`config.mk`:
```
export PLATFORM = sky130hd
export DESIGN_NAME = paper_systolic_drain
export DESIGN_NICKNAME = d
export VERILOG_FILES = /design/src/rtl/paper_systolic_drain.sv
export SDC_FILE = /design/constraint.sdc
export NUM_CORES = 1
export LEC_CHECK = 0
export CORE_MARGIN = 2
export CORE_UTILIZATION = 40
export DETAILED_ROUTE_END_ITERATION = 7
export PLACE_DENSITY = 0.84
export SLEW_MARGIN = 10
export SYNTH_ARGS = -nofsm -noshare
export SYNTH_HDL_FRONTEND = slang
export SYNTH_SLANG_ARGS = --single-unit
```
`constraint.sdc`:
```
create_clock -name clock -period 5.9 [get_ports clock]
set_input_delay 0.885 -clock clock [delete_from_list [all_inputs] [get_ports clock]]
set_output_delay 0.885 -clock clock [all_outputs]
set_load 0.005 [all_outputs]
```
`src/rtl/paper_systolic_drain.sv`:
```
// -----------------------------------------------------------------------------
// paper_systolic_drain
//
// Sequencer and output stage behind a ROWS x COLS integer systolic PE array.
// A tile first runs the multiply phase, holding enableMul high long enough for
// the skewed operands to flush through the whole array. It then shifts the
// accumulators out of the column tails, one row per beat. Each ACC-bit tail
// value is narrowed to OUT_W bits. The narrowed row is presented on a
// valid/ready stream.
//
// Build option:
//   PAPER_DRAIN_SATURATE_EN  defined   -> narrowing saturates to the signed
//                                         OUT_W range
//                            undefined -> narrowing keeps the low OUT_W bits
//                                         (wrap)
//
// Ports:
//   clock           in   rising-edge clock
//   reset           in   synchronous, active-high; aborts any tile in flight
//   start           in   begin one tile (sampled only while idle)
//   kLen            in   [KW]        reduction length, latched with start
//   enableMul       out  all PEs multiply-accumulate this cycle
//   enableShiftOut  out  all PEs shift cOut <= cIn this cycle
//   colIn           in   [COLS*ACC]  tail cOut of every column, col c at c*ACC
//   outValid        out  outData holds a beat
//   outReady        in   consumer takes the beat when outValid & outReady
//   outData         out  [COLS*OUT_W] narrowed row, col c at c*OUT_W
//   outLast         out  marks the final (ROWS-th) beat of the tile
//   busy            out  a tile is in progress
//   done            out  one-cycle pulse after the last beat is accepted
// -----------------------------------------------------------------------------
module paper_systolic_drain #(
  parameter int ROWS  = 4,
  parameter int COLS  = 4,
  parameter int ACC   = 32,
  parameter int OUT_W = 16,
  parameter int KW    = 16
) (
  input  logic                    clock,
  input  logic                    reset,
  input  logic                    start,
  input  logic [KW-1:0]           kLen,
  output logic                    enableMul,
  output logic                    enableShiftOut,
  input  logic [COLS*ACC-1:0]     colIn,
  output logic                    outValid,
  input  logic                    outReady,
  output logic [COLS*OUT_W-1:0]   outData,
  output logic                    outLast,
  output logic                    busy,
  output logic                    done
);

  // One extra bit on the multiply counter: kLen + skew must not overflow.
  localparam int CW = KW + 1;
  localparam int BW = $clog2(ROWS + 1);

  // Cycles needed for the operand wavefront to cross the skewed array.
  localparam logic [CW-1:0] SKEW      = CW'(ROWS + COLS - 2);
  localparam logic [CW-1:0] CNT_ONE   = CW'(1);
  localparam logic [BW-1:0] BEATS_ALL = BW'(ROWS);
  localparam logic [BW-1:0] BEAT_LAST = BW'(ROWS - 1);
  localparam logic [BW-1:0] BEAT_ONE  = BW'(1);

`ifdef PAPER_DRAIN_SATURATE_EN
  // Limits of the signed OUT_W range, held one bit wider than the
  // accumulator so the comparisons stay exact even when OUT_W == ACC.
  localparam logic signed [ACC:0] SAT_ONE = (ACC+1)'(1);
  localparam logic signed [ACC:0] SAT_MAX = (SAT_ONE <<< (OUT_W - 1)) - SAT_ONE;
  localparam logic signed [ACC:0] SAT_MIN = -(SAT_ONE <<< (OUT_W - 1));
`endif

  typedef enum logic [1:0] {
    S_IDLE  = 2'd0,
    S_MUL   = 2'd1,
    S_SHIFT = 2'd2
  } state_e;

  state_e                  state_q, state_d;
  logic [CW-1:0]           mulCnt_q, mulCnt_d;
  logic [BW-1:0]           beats_q, beats_d;
  logic                    outValid_q, outValid_d;
  logic                    outLast_q, outLast_d;
  logic [COLS*OUT_W-1:0]   outData_q, outData_d;
  logic                    done_q, done_d;
  logic [COLS*OUT_W-1:0]   narrowed;
  logic                    fire;
  logic                    accept;

  // ---------------------------------------------------------------------------
  // Narrow one ACC-bit two's-complement accumulator to OUT_W bits.
  // ---------------------------------------------------------------------------
  function automatic logic [OUT_W-1:0] narrow(input logic signed [ACC-1:0] v);
`ifdef PAPER_DRAIN_SATURATE_EN
    logic signed [ACC:0] w;
    w = {v[ACC-1], v};
    if (w > SAT_MAX) begin
      return OUT_W'(SAT_MAX);
    end else if (w < SAT_MIN) begin
      return OUT_W'(SAT_MIN);
    end else begin
      return OUT_W'(v);
    end
`else
    return OUT_W'(v);
`endif
  endfunction

  always_comb begin
    narrowed = '0;
    for (int c = 0; c < COLS; c++) begin
      narrowed[c*OUT_W +: OUT_W] = narrow(colIn[c*ACC +: ACC]);
    end
  end

  // ---------------------------------------------------------------------------
  // Next-state / output decode
  // ---------------------------------------------------------------------------
  always_comb begin
    state_d        = state_q;
    mulCnt_d       = mulCnt_q;
    beats_d        = beats_q;
    outValid_d     = outValid_q;
    outLast_d      = outLast_q;
    outData_d      = outData_q;
    done_d         = 1'b0;
    enableMul      = 1'b0;
    enableShiftOut = 1'b0;
    fire           = 1'b0;
    accept         = outValid_q & outReady;

    unique case (state_q)
      S_IDLE: begin
        if (start) begin
          mulCnt_d = {1'b0, kLen} + SKEW;
          beats_d  = '0;
          // A zero-length reduction skips straight to draining.
          state_d  = (kLen != '0) ? S_MUL : S_SHIFT;
        end
      end

      S_MUL: begin
        enableMul = 1'b1;
        mulCnt_d  = mulCnt_q - CNT_ONE;
        if (mulCnt_q <= CNT_ONE) begin
          state_d = S_SHIFT;
        end
      end

      S_SHIFT: begin
        // A new beat may be issued when the output register is empty or is
        // being emptied this very cycle. The PE tails shift on the same edge
        // that captures colIn, so the pre-shift value is what lands in outData.
        fire = (beats_q < BEATS_ALL) & (~outValid_q | outReady);
        if (fire) begin
          enableShiftOut = 1'b1;
          outData_d      = narrowed;
          outValid_d     = 1'b1;
          outLast_d      = (beats_q == BEAT_LAST);
          beats_d        = beats_q + BEAT_ONE;
        end else if (accept) begin
          outValid_d = 1'b0;
          outLast_d  = 1'b0;
          if (outLast_q) begin
            state_d = S_IDLE;
            done_d  = 1'b1;
          end
        end
      end

      default: begin
        state_d = S_IDLE;
      end
    endcase
  end

  // ---------------------------------------------------------------------------
  // State registers
  // ---------------------------------------------------------------------------
  always_ff @(posedge clock) begin
    if (reset) begin
      state_q    <= S_IDLE;
      mulCnt_q   <= '0;
      beats_q    <= '0;
      outValid_q <= 1'b0;
      outLast_q  <= 1'b0;
      outData_q  <= '0;
      done_q     <= 1'b0;
    end else begin
      state_q    <= state_d;
      mulCnt_q   <= mulCnt_d;
      beats_q    <= beats_d;
      outValid_q <= outValid_d;
      outLast_q  <= outLast_d;
      outData_q  <= outData_d;
      done_q     <= done_d;
    end
  end

  assign outValid = outValid_q;
  assign outLast  = outLast_q;
  assign outData  = outData_q;
  assign done     = done_q;
  assign busy     = (state_q != S_IDLE);

  // ---------------------------------------------------------------------------
  // Protocol properties
  // ---------------------------------------------------------------------------
  a_enables_exclusive : assert property (@(posedge clock) disable iff (reset)
    !(enableMul && enableShiftOut));

  a_idle_quiet : assert property (@(posedge clock) disable iff (reset)
    !busy |-> !(enableMul || enableShiftOut));

  a_stall_hold : assert property (@(posedge clock) disable iff (reset)
    (outValid && !outReady) |=> (outValid && $stable(outData) && $stable(outLast)));

endmodule

```
* Yosys cells after proc, flatten, opt, wreduce, memory -nomap -nowiden
Cells that the tools add are included.
** Word-level totals
- Flip-flop bits (word level) :: 89
- Word-level logic and storage cells :: 58
** Cells by class
- Add/subtract/negate cells :: 3
- Magnitude comparators :: 2
- Eq/ne operators :: 9
- Multiplexer cells :: 19
- Bitwise operators :: 6
- Reductions and logical operators :: 12
** Operator list (number)
- $pmux 17 s2 :: 1
- $add 16x3->17 const B :: 1
- $le 17x1->1 const B :: 1
- $mux 17 :: 1
- $sub 17x1->17 const B :: 1
- $reduce_bool 16->1 :: 1
- $mux 2 :: 6
- $ne 2x2->1 const B :: 6
- $reduce_bool 2->1 :: 4
- $mux 1 :: 7
- $mux 3 :: 2
- $pmux 2 s3 :: 1
- $pmux 3 s2 :: 1
- $reduce_and 2->1 :: 3
- $reduce_and 5->1 :: 1
- $reduce_or 4->1 :: 1
- $add 3x1->3 const B :: 1
- $eq 3x2->1 const B :: 1
- $lt 3x3->1 const B :: 1
- $not 1->1 :: 3
- $reduce_and 3->1 :: 1
- $and 1x1->1 :: 2
- $eq 2x1->1 const B :: 1
- $eq 2x2->1 const B :: 1
- other kinds (2) :: 2

* Longest topological paths before layout
Gate-level depths: netlist of run 1.
- Word-level depth :: 5
- Mapped depth :: 8
- Depth with buffers taken out :: 7

* Least setup slack after synthesis of run 1
Ideal clock, no wire load.
- Path type :: input to output
- Start :: input outReady
- End :: output enableShiftOut
- Arrival :: 1708 ps
- Slack :: 3307 ps
- Cell stages on the path :: 5
- Path buffers :: 2
- Cells stage by stage :: nor2b_1 -> or3_1 -> clkbuf_1 -> inv_2 -> clkbuf_1
** Between the ends
- Word-level cells in the longest chain between the ends :: 4
** RTL lines
- start: declaration :: line 47 : input logic outReady,
- $or 1x1->1 :: line 154 : fire = (beats_q < BEATS_ALL) & (~outValid_q | outReady);
- $and 1x1->1 :: line 154
- $mux 1 :: line 155 : if (fire) begin
- $mux 1 :: line 132 : unique case (state_q)
- end: declaration :: line 44 : output logic enableShiftOut,
Every way passes these cells.

* Worst setup path after layout of run 1
Same ends and word-level chain as after synthesis.

==> results of run 1 <==
-- per-layer routing --
| layer | wire length, um | vias to the layer above |
|---|---|---|
| li1 | - | 1991 |
| met1 | 4250 | 1753 |
| met2 | 5110 | 135 |
| met3 | 673 | 14 |
| met4 | 142 | 0 |
| met5 | 0 | - |
-- sequential cells by signal, indices dropped and copies added, names as in the netlist --
name,cells
state_q,2
outLast,1
done,1
mulCnt_q,17
beats_q,3
outValid,1
outData,64
-- worst min path at each step --
| stage | end | slack (ns) | cells past startpoint |
|---|---|---|---|
| 4_1_cts | outData[63]$_SDFFE_PP0P_ | 0.46 | 2 |
| 3_5_place_dp | outData[36]$_SDFFE_PP0P_ | 0.45 | 2 |
| 2_1_floorplan | mulCnt_q[7]$_SDFFE_PP0P_ | 0.44 | 2 |
| 5_1_grt | outData[31]$_SDFFE_PP0P_ | 0.47 | 2 |
| 3_3_place_gp | outData[24]$_SDFFE_PP0P_ | 0.44 | 2 |
| 6_report | outData[50]$_SDFFE_PP0P_ | 0.46 | 2 |
-- critical path: stages --
cell and delay [ns]:
clkdlybuf4s50_1 0.53, nor2b_1 0.07, or3_2 0.47, inv_2 0.08
clkdlybuf4s50_1 0.50
-- synthesized netlist by cell type (5+ instances only) --
| master | n | share of area, % |
|---|---|---|
| o21ai_0 | 10 | 1.3 |
| nor2_1 | 20 | 1.9 |
| nand2_1 | 148 | 14 |
| a31oi_1 | 5 | 0.81 |
| clkbuf_1 | 28 | 2.7 |
| nor3_1 | 9 | 1.2 |
| dfxtp_1 | 89 | 46 |
| nand3_1 | 8 | 1.0 |
| nand4_1 | 5 | 0.81 |
| nor4_1 | 7 | 1.1 |
| ha_1 | 5 | 1.6 |
| inv_1 | 9 | 0.87 |
| a21oi_1 | 82 | 11 |
| xnor2_1 | 7 | 1.6 |
-- power groups by stage --
stage	combinational [mW]	sequential, mW	clock, mW
after floorplan	0.0982	0.643	0
after global placement	0.178	0.647	0
after detailed placement	0.182	0.649	0
after CTS	0.182	0.635	0.389
after global routing	0.201	0.639	0.413
final	0.183	0.635	0.372
-- cell families (layout without fill, tap and decap cells) --
| group | Yosys count | after routing | synth area share, % |
|---|---|---|---|
| AO/OA/AOI/OAI | 124 | 124 | 18.5 |
| XOR/XNOR | 11 | 11 | 2.49 |
| adder cells (fa/ha/maj) | 5 | 5 | 1.61 |
| buffers and inverters | 44 | 183 | 4.58 |
| flip-flops | 89 | 89 | 46.0 |
| multiplexers | 1 | 1 | 0.258 |
| AND/OR/NAND/NOR | 228 | 228 | 26.6 |
-- stage by stage --
step | std cells | hold slack, ns | utilization [%] | area [um2]
after CTS | 770 | 0.457 | 60.4 | 5630
after floorplan | 502 | 0.435 | - | 3870
final | 770 | 0.456 | 60.4 | 5630
after detailed placement | 754 | 0.446 | 58.5 | 5450
after global routing | 770 | 0.474 | 60.4 | 5630
after global placement | 754 | 0.441 | 58.5 | 5450
-- cell type report --
cell class              instances  area share (%)
multi-input cells             369            34.0
clock inverters                 7           0.933
flip-flops and latches         89            31.6
inverters                      10           0.667
repair buffers                157            27.6
well taps                     129            2.87
clock buffers                   9            2.20
-- layout by cell type, fill, tap and decap left out, types with 7 or more instances in the layout --
| cell type | count |
|---|---|
| clkdlybuf4s50_1 | 152 |
| nand2_1 | 148 |
| dfxtp_1 | 89 |
| a21oi_1 | 82 |
| nor2_1 | 20 |
| o21ai_0 | 10 |
| inv_1 | 9 |
| nor3_1 | 9 |
| clkbuf_8 | 9 |
| nand3_1 | 8 |
| xnor2_1 | 7 |
| nor4_1 | 7 |
==> flow_summary.ini, run 1 <==
[outcome]
outcome = finished clean

[grt]
antenna_found_initial = 0
use_met2_pct = 34.1
grt_pass1_wl_um = 15900
grt_max_degree = 67
grt_use_met3_pct = 3.76
grt_pass1_vias = 3619
grt_usage_pct = 18.8
use_met1_pct = 22.0
grt_overflow = 0
grt-busiest-layer = met2

[worst_setup_path]
crit_fanout = 4
cp-end-kind = output port
crit_path_start = outReady
cp-start-kind = primary input
crit_path_end = enableShiftOut
r2r-end = beats_q[2]$_SDFFE_PP0P_
crit_required_ns = 5.02
critical_path_arrival_ns = 2.54
reg2reg_slack_ns = 3.35
reg2reg_depth = 6
critPathKind = primary input to output port
r2r-start = state_q[1]$_SDFFE_PP0P_

[synthesis]
yosysSeqAreaShare_pct = 46.0
syn_inst = 502
synthFlopType = dfxtp_1
synth_area_per_cell_um2 = 7.72
ys_types = 51
synth_edf_count = 0
synth-seq-cells = 89
yosysWarningCount = 0
netlist_area_um2 = 3870
ys_async_sr_fraction_pct = 0
syn_nets = 655

[placement]
place_congestion = 0.859
place_ws_ns = 2.49
io_buffers = 153
hpwl_um = 7350

[timing]
finalSetupTns_ns = 0
relSlewSlack_pct = 53.3
final_hold_viol_count = 0
finalCritPeriodShare_pct = 58.1
final_max_slew_viol_count = 0
rsz0062_at_grt = no
fin_ws_ns = 2.47
setup_viol = 0
final.min_clock_period_ns = 3.43
max_freq_ghz = 0.292
clock_skew_ns = 0.0120
max_slew.worst_pin.slew_ns = 0.698

[clocking]
root_buffer = clkbuf_8
post_cts_buffers = 0
clk_path_buf_depth = 2
cts_resized = 0
cts.sinks = 89
htreeDepth = 3
numCtsBuffers = 9
cts_tree = yes
cts_hold_buf = 0
insertion_delay_ns = 0.34
clkSlewWorstSetupHoldPaths_ns = 0.08

[power]
p_leak_nw = 1.88
switching_power_uw = 321
p_per_area_nw_per_um2 = 211
p_total_mw = 1.19
power_frac_seq_pct = 53.3
switching_share_pct = 27.0
p_comb_share_pct = 15.4
p_int_uw = 870
vdd_drop_max_mv = 0.126
pwr-share-clk_pct = 31.3

[die]
die_height_um = 102
start_util_pct = 41.5
die_w_um = 102
core-area_um2 = 9330
io_pins = 218
die_area_um2 = 10500
rows = 35

[worst_hold_path]
hp-class = register to register
hold_start = outData[50]$_SDFFE_PP0P_

[final_layout]
nFillCells = 848
regArea_um2 = 1780
insertedDiodeCount = 0
multi_input_area_um2 = 1920
areaGrowthSynthToFinish_pct = 45.3
nets = 789
layout-drive-gt1-share_pct = 4.99

[detailed_routing]
dr.pass1.iters = 4
via_per_inst = 5.06
post-route-drc-count = 0
wire_per_inst_um = 13.2
vias = 3893
drtIter0Drc = 161
ant_nets = 0
routed_wl_um = 10200

[run]
max_cap_viol_count = 0
Power figures use the tool's default switching activity.
==> run 2: changes to the inputs <==
Settings changed: CORE_UTILIZATION 40 to 39, PLACE_DENSITY 0.84 to 0.82.
Clock period 5.9 ns to 3.6 ns, I/O delays scaled along.
==> run 2 against run 1 <==
  * Worst hold slack is essentially flat
  * Global-route usage grew 0.17 points
  * Non-clock buffer count up 1
  * Critical endpoint is now enableMul
  * Sequential share of layout area is 0.31 points lower
  * Design area increased by 0.98%
  * Clock power up 99%
  * Register-to-register slack got worse by 2.4 ns
==> flow_summary.ini, run 2 (same netlist as run 1, synthesis figures left out) <==
[placement]
dp_cells = 759
place_ws_ns = 0.845
io_buffers = 153
place_area_um2 = 5470
place_congestion = 0.854
hpwl_um = 7480

[timing]
max_slew.worst_pin.slew_ns = 0.810
rsz0062_at_grt = no
setup_viol = 0
fin_ws_ns = 0.625
final_max_slew_viol_count = 0
final_hold_viol_count = 0
final.min_clock_period_ns = 2.98
max_freq_ghz = 0.336
finalCritPeriodShare_pct = 82.6
relSlewSlack_pct = 45.8
clock_skew_ns = 0.00800
finalSetupTns_ns = 0

[grt]
grt_overflow = 0
grt_pass1_wl_um = 16800
grt_usage_pct = 18.9
grt_max_degree = 67
grt_pass1_vias = 3571
antenna_found_initial = 0

[detailed_routing]
wl_met3_um = 565
dr.pass1.iters = 5
post-route-drc-count = 0
vias = 3983
wire_per_inst_um = 13.3
met2_length_um = 5190
top_layer = met4
wl_met1_um = 4360
drtIter0Drc = 185
via_per_inst = 5.14
ant_nets = 0
routed_wl_um = 10300

[worst_setup_path]
critical_path_arrival_ns = 2.44
r2r-end = beats_q[2]$_SDFFE_PP0P_
critPathKind = register to output port
reg2reg_depth = 6
r2r-start = state_q[0]$_SDFFE_PP0P_
cp-end-kind = output port
crit_path_start = state_q[0]$_SDFFE_PP0P_
crit_fanout = 15
cp-start-kind = register
reg2reg_slack_ns = 0.96
crit_required_ns = 3.06

[clocking]
numCtsBuffers = 9
cts_tree = yes
cts_hold_buf = 0
htreeDepth = 3
cts.sinks = 89
post_cts_buffers = 0
root_buffer = clkbuf_8
cts_resized = 0
insertion_delay_ns = 0.35
clkSlewWorstSetupHoldPaths_ns = 0.08
clk_path_buf_depth = 2

[die]
start_util_pct = 39.8
rows = 36
die_w_um = 104
die_area_um2 = 10700
die_height_um = 104
io_pins = 218
core-area_um2 = 9730

[worst_hold_path]
hold_depth = 2
hp-class = register to register
min_to = outData[6]$_SDFFE_PP0P_
hold_start = outData[6]$_SDFFE_PP0P_

[final_layout]
areaGrowthSynthToFinish_pct = 46.7
post-route-util_pct = 58.4
insertedDiodeCount = 0
multi_input_area_um2 = 1920
instances_no_fill = 775
nets = 790
final_cell_mix = clkdlybuf4s50_1, nand2_1, dfxtp_1
layout-drive-gt1-share_pct = 4.98
final_cell_area_um2 = 5690
regArea_um2 = 1780
nFillCells = 884
final_common_cell = clkdlybuf4s50_1
largest_register_ffs = 64

[power]
switching_power_uw = 520
pwr-share-clk_pct = 35.6
vdd_drop_max_mv = 0.186
p_leak_nw = 1.89
p_comb_share_pct = 14.5
p_per_area_nw_per_um2 = 366
p_int_mw = 1.56
power_frac_seq_pct = 50.0
switching_share_pct = 25.0

[run]
max_cap_viol_count = 0

[outcome]
outcome = finished clean
==> run 2: cell count changes in the layout (fill, tap and decap cells not counted), sizes merged <==
| cell | delta |
|---|---|
| bufinv | +2 |
| buf | +1 |
| clkinvlp | +2 |
| clkbuf | +1 |
| inv | -1 |
| clkinv | -4 |
==> run 2: layer usage <==
| layer | vias up | global-route usage (%) |
|---|---|---|
| li1 | 1996 | - |
| met1 | 1832 | 22.5 |
| met2 | 138 | 33.8 |
| met3 | 17 | 3.46 |
| met4 | 0 | 7.43 |
| met5 | - | 0 |
==> run 2: layout make-up <==
class,instances,area share [%]
multi-input cells,369,33.7
flip-flops and latches,89,31.3
repair buffers,158,27.5
well taps,133,2.93
clock buffers,10,2.24
clock inverters,6,1.61
inverters,10,0.660
==> run 2: how the worst max path moves through the flow <==
| stage | end | slack (ns) | cells past startpoint |
|---|---|---|---|
| floorplan | mulCnt_q[12]$_SDFFE_PP0P_ | 1.58 | 8 |
| global placement | enableShiftOut | 0.85 | 5 |
| detailed placement | enableShiftOut | 0.84 | 5 |
| CTS | enableMul | 0.63 | 3 |
| global route | enableMul | 0.48 | 3 |
| finish | enableMul | 0.62 | 3 |
==> run 2: worst max-delay path, cell delays in order, from the launching register on <==
cell             delay [ns]
dfxtp_1                0.66
nand2b_1               0.41
inv_1                  0.42
clkdlybuf4s50_1        0.58
==> run 2: metrics by stage <==
step	total power [mW]	hold WS, ns
final	2.08	0.456
after CTS	2.10	0.457
after global routing	2.18	0.480
after detailed placement	1.36	0.446
after global placement	1.35	0.441
after floorplan	1.22	0.435
==> run 2: power by group through the flow <==
stage	combinational [mW]	sequential [mW]	clock, mW
after floorplan	0.161	1.05	0
after global placement	0.293	1.06	0
after detailed placement	0.299	1.06	0
after CTS	0.302	1.04	0.759
after global routing	0.332	1.05	0.800
final	0.302	1.04	0.741
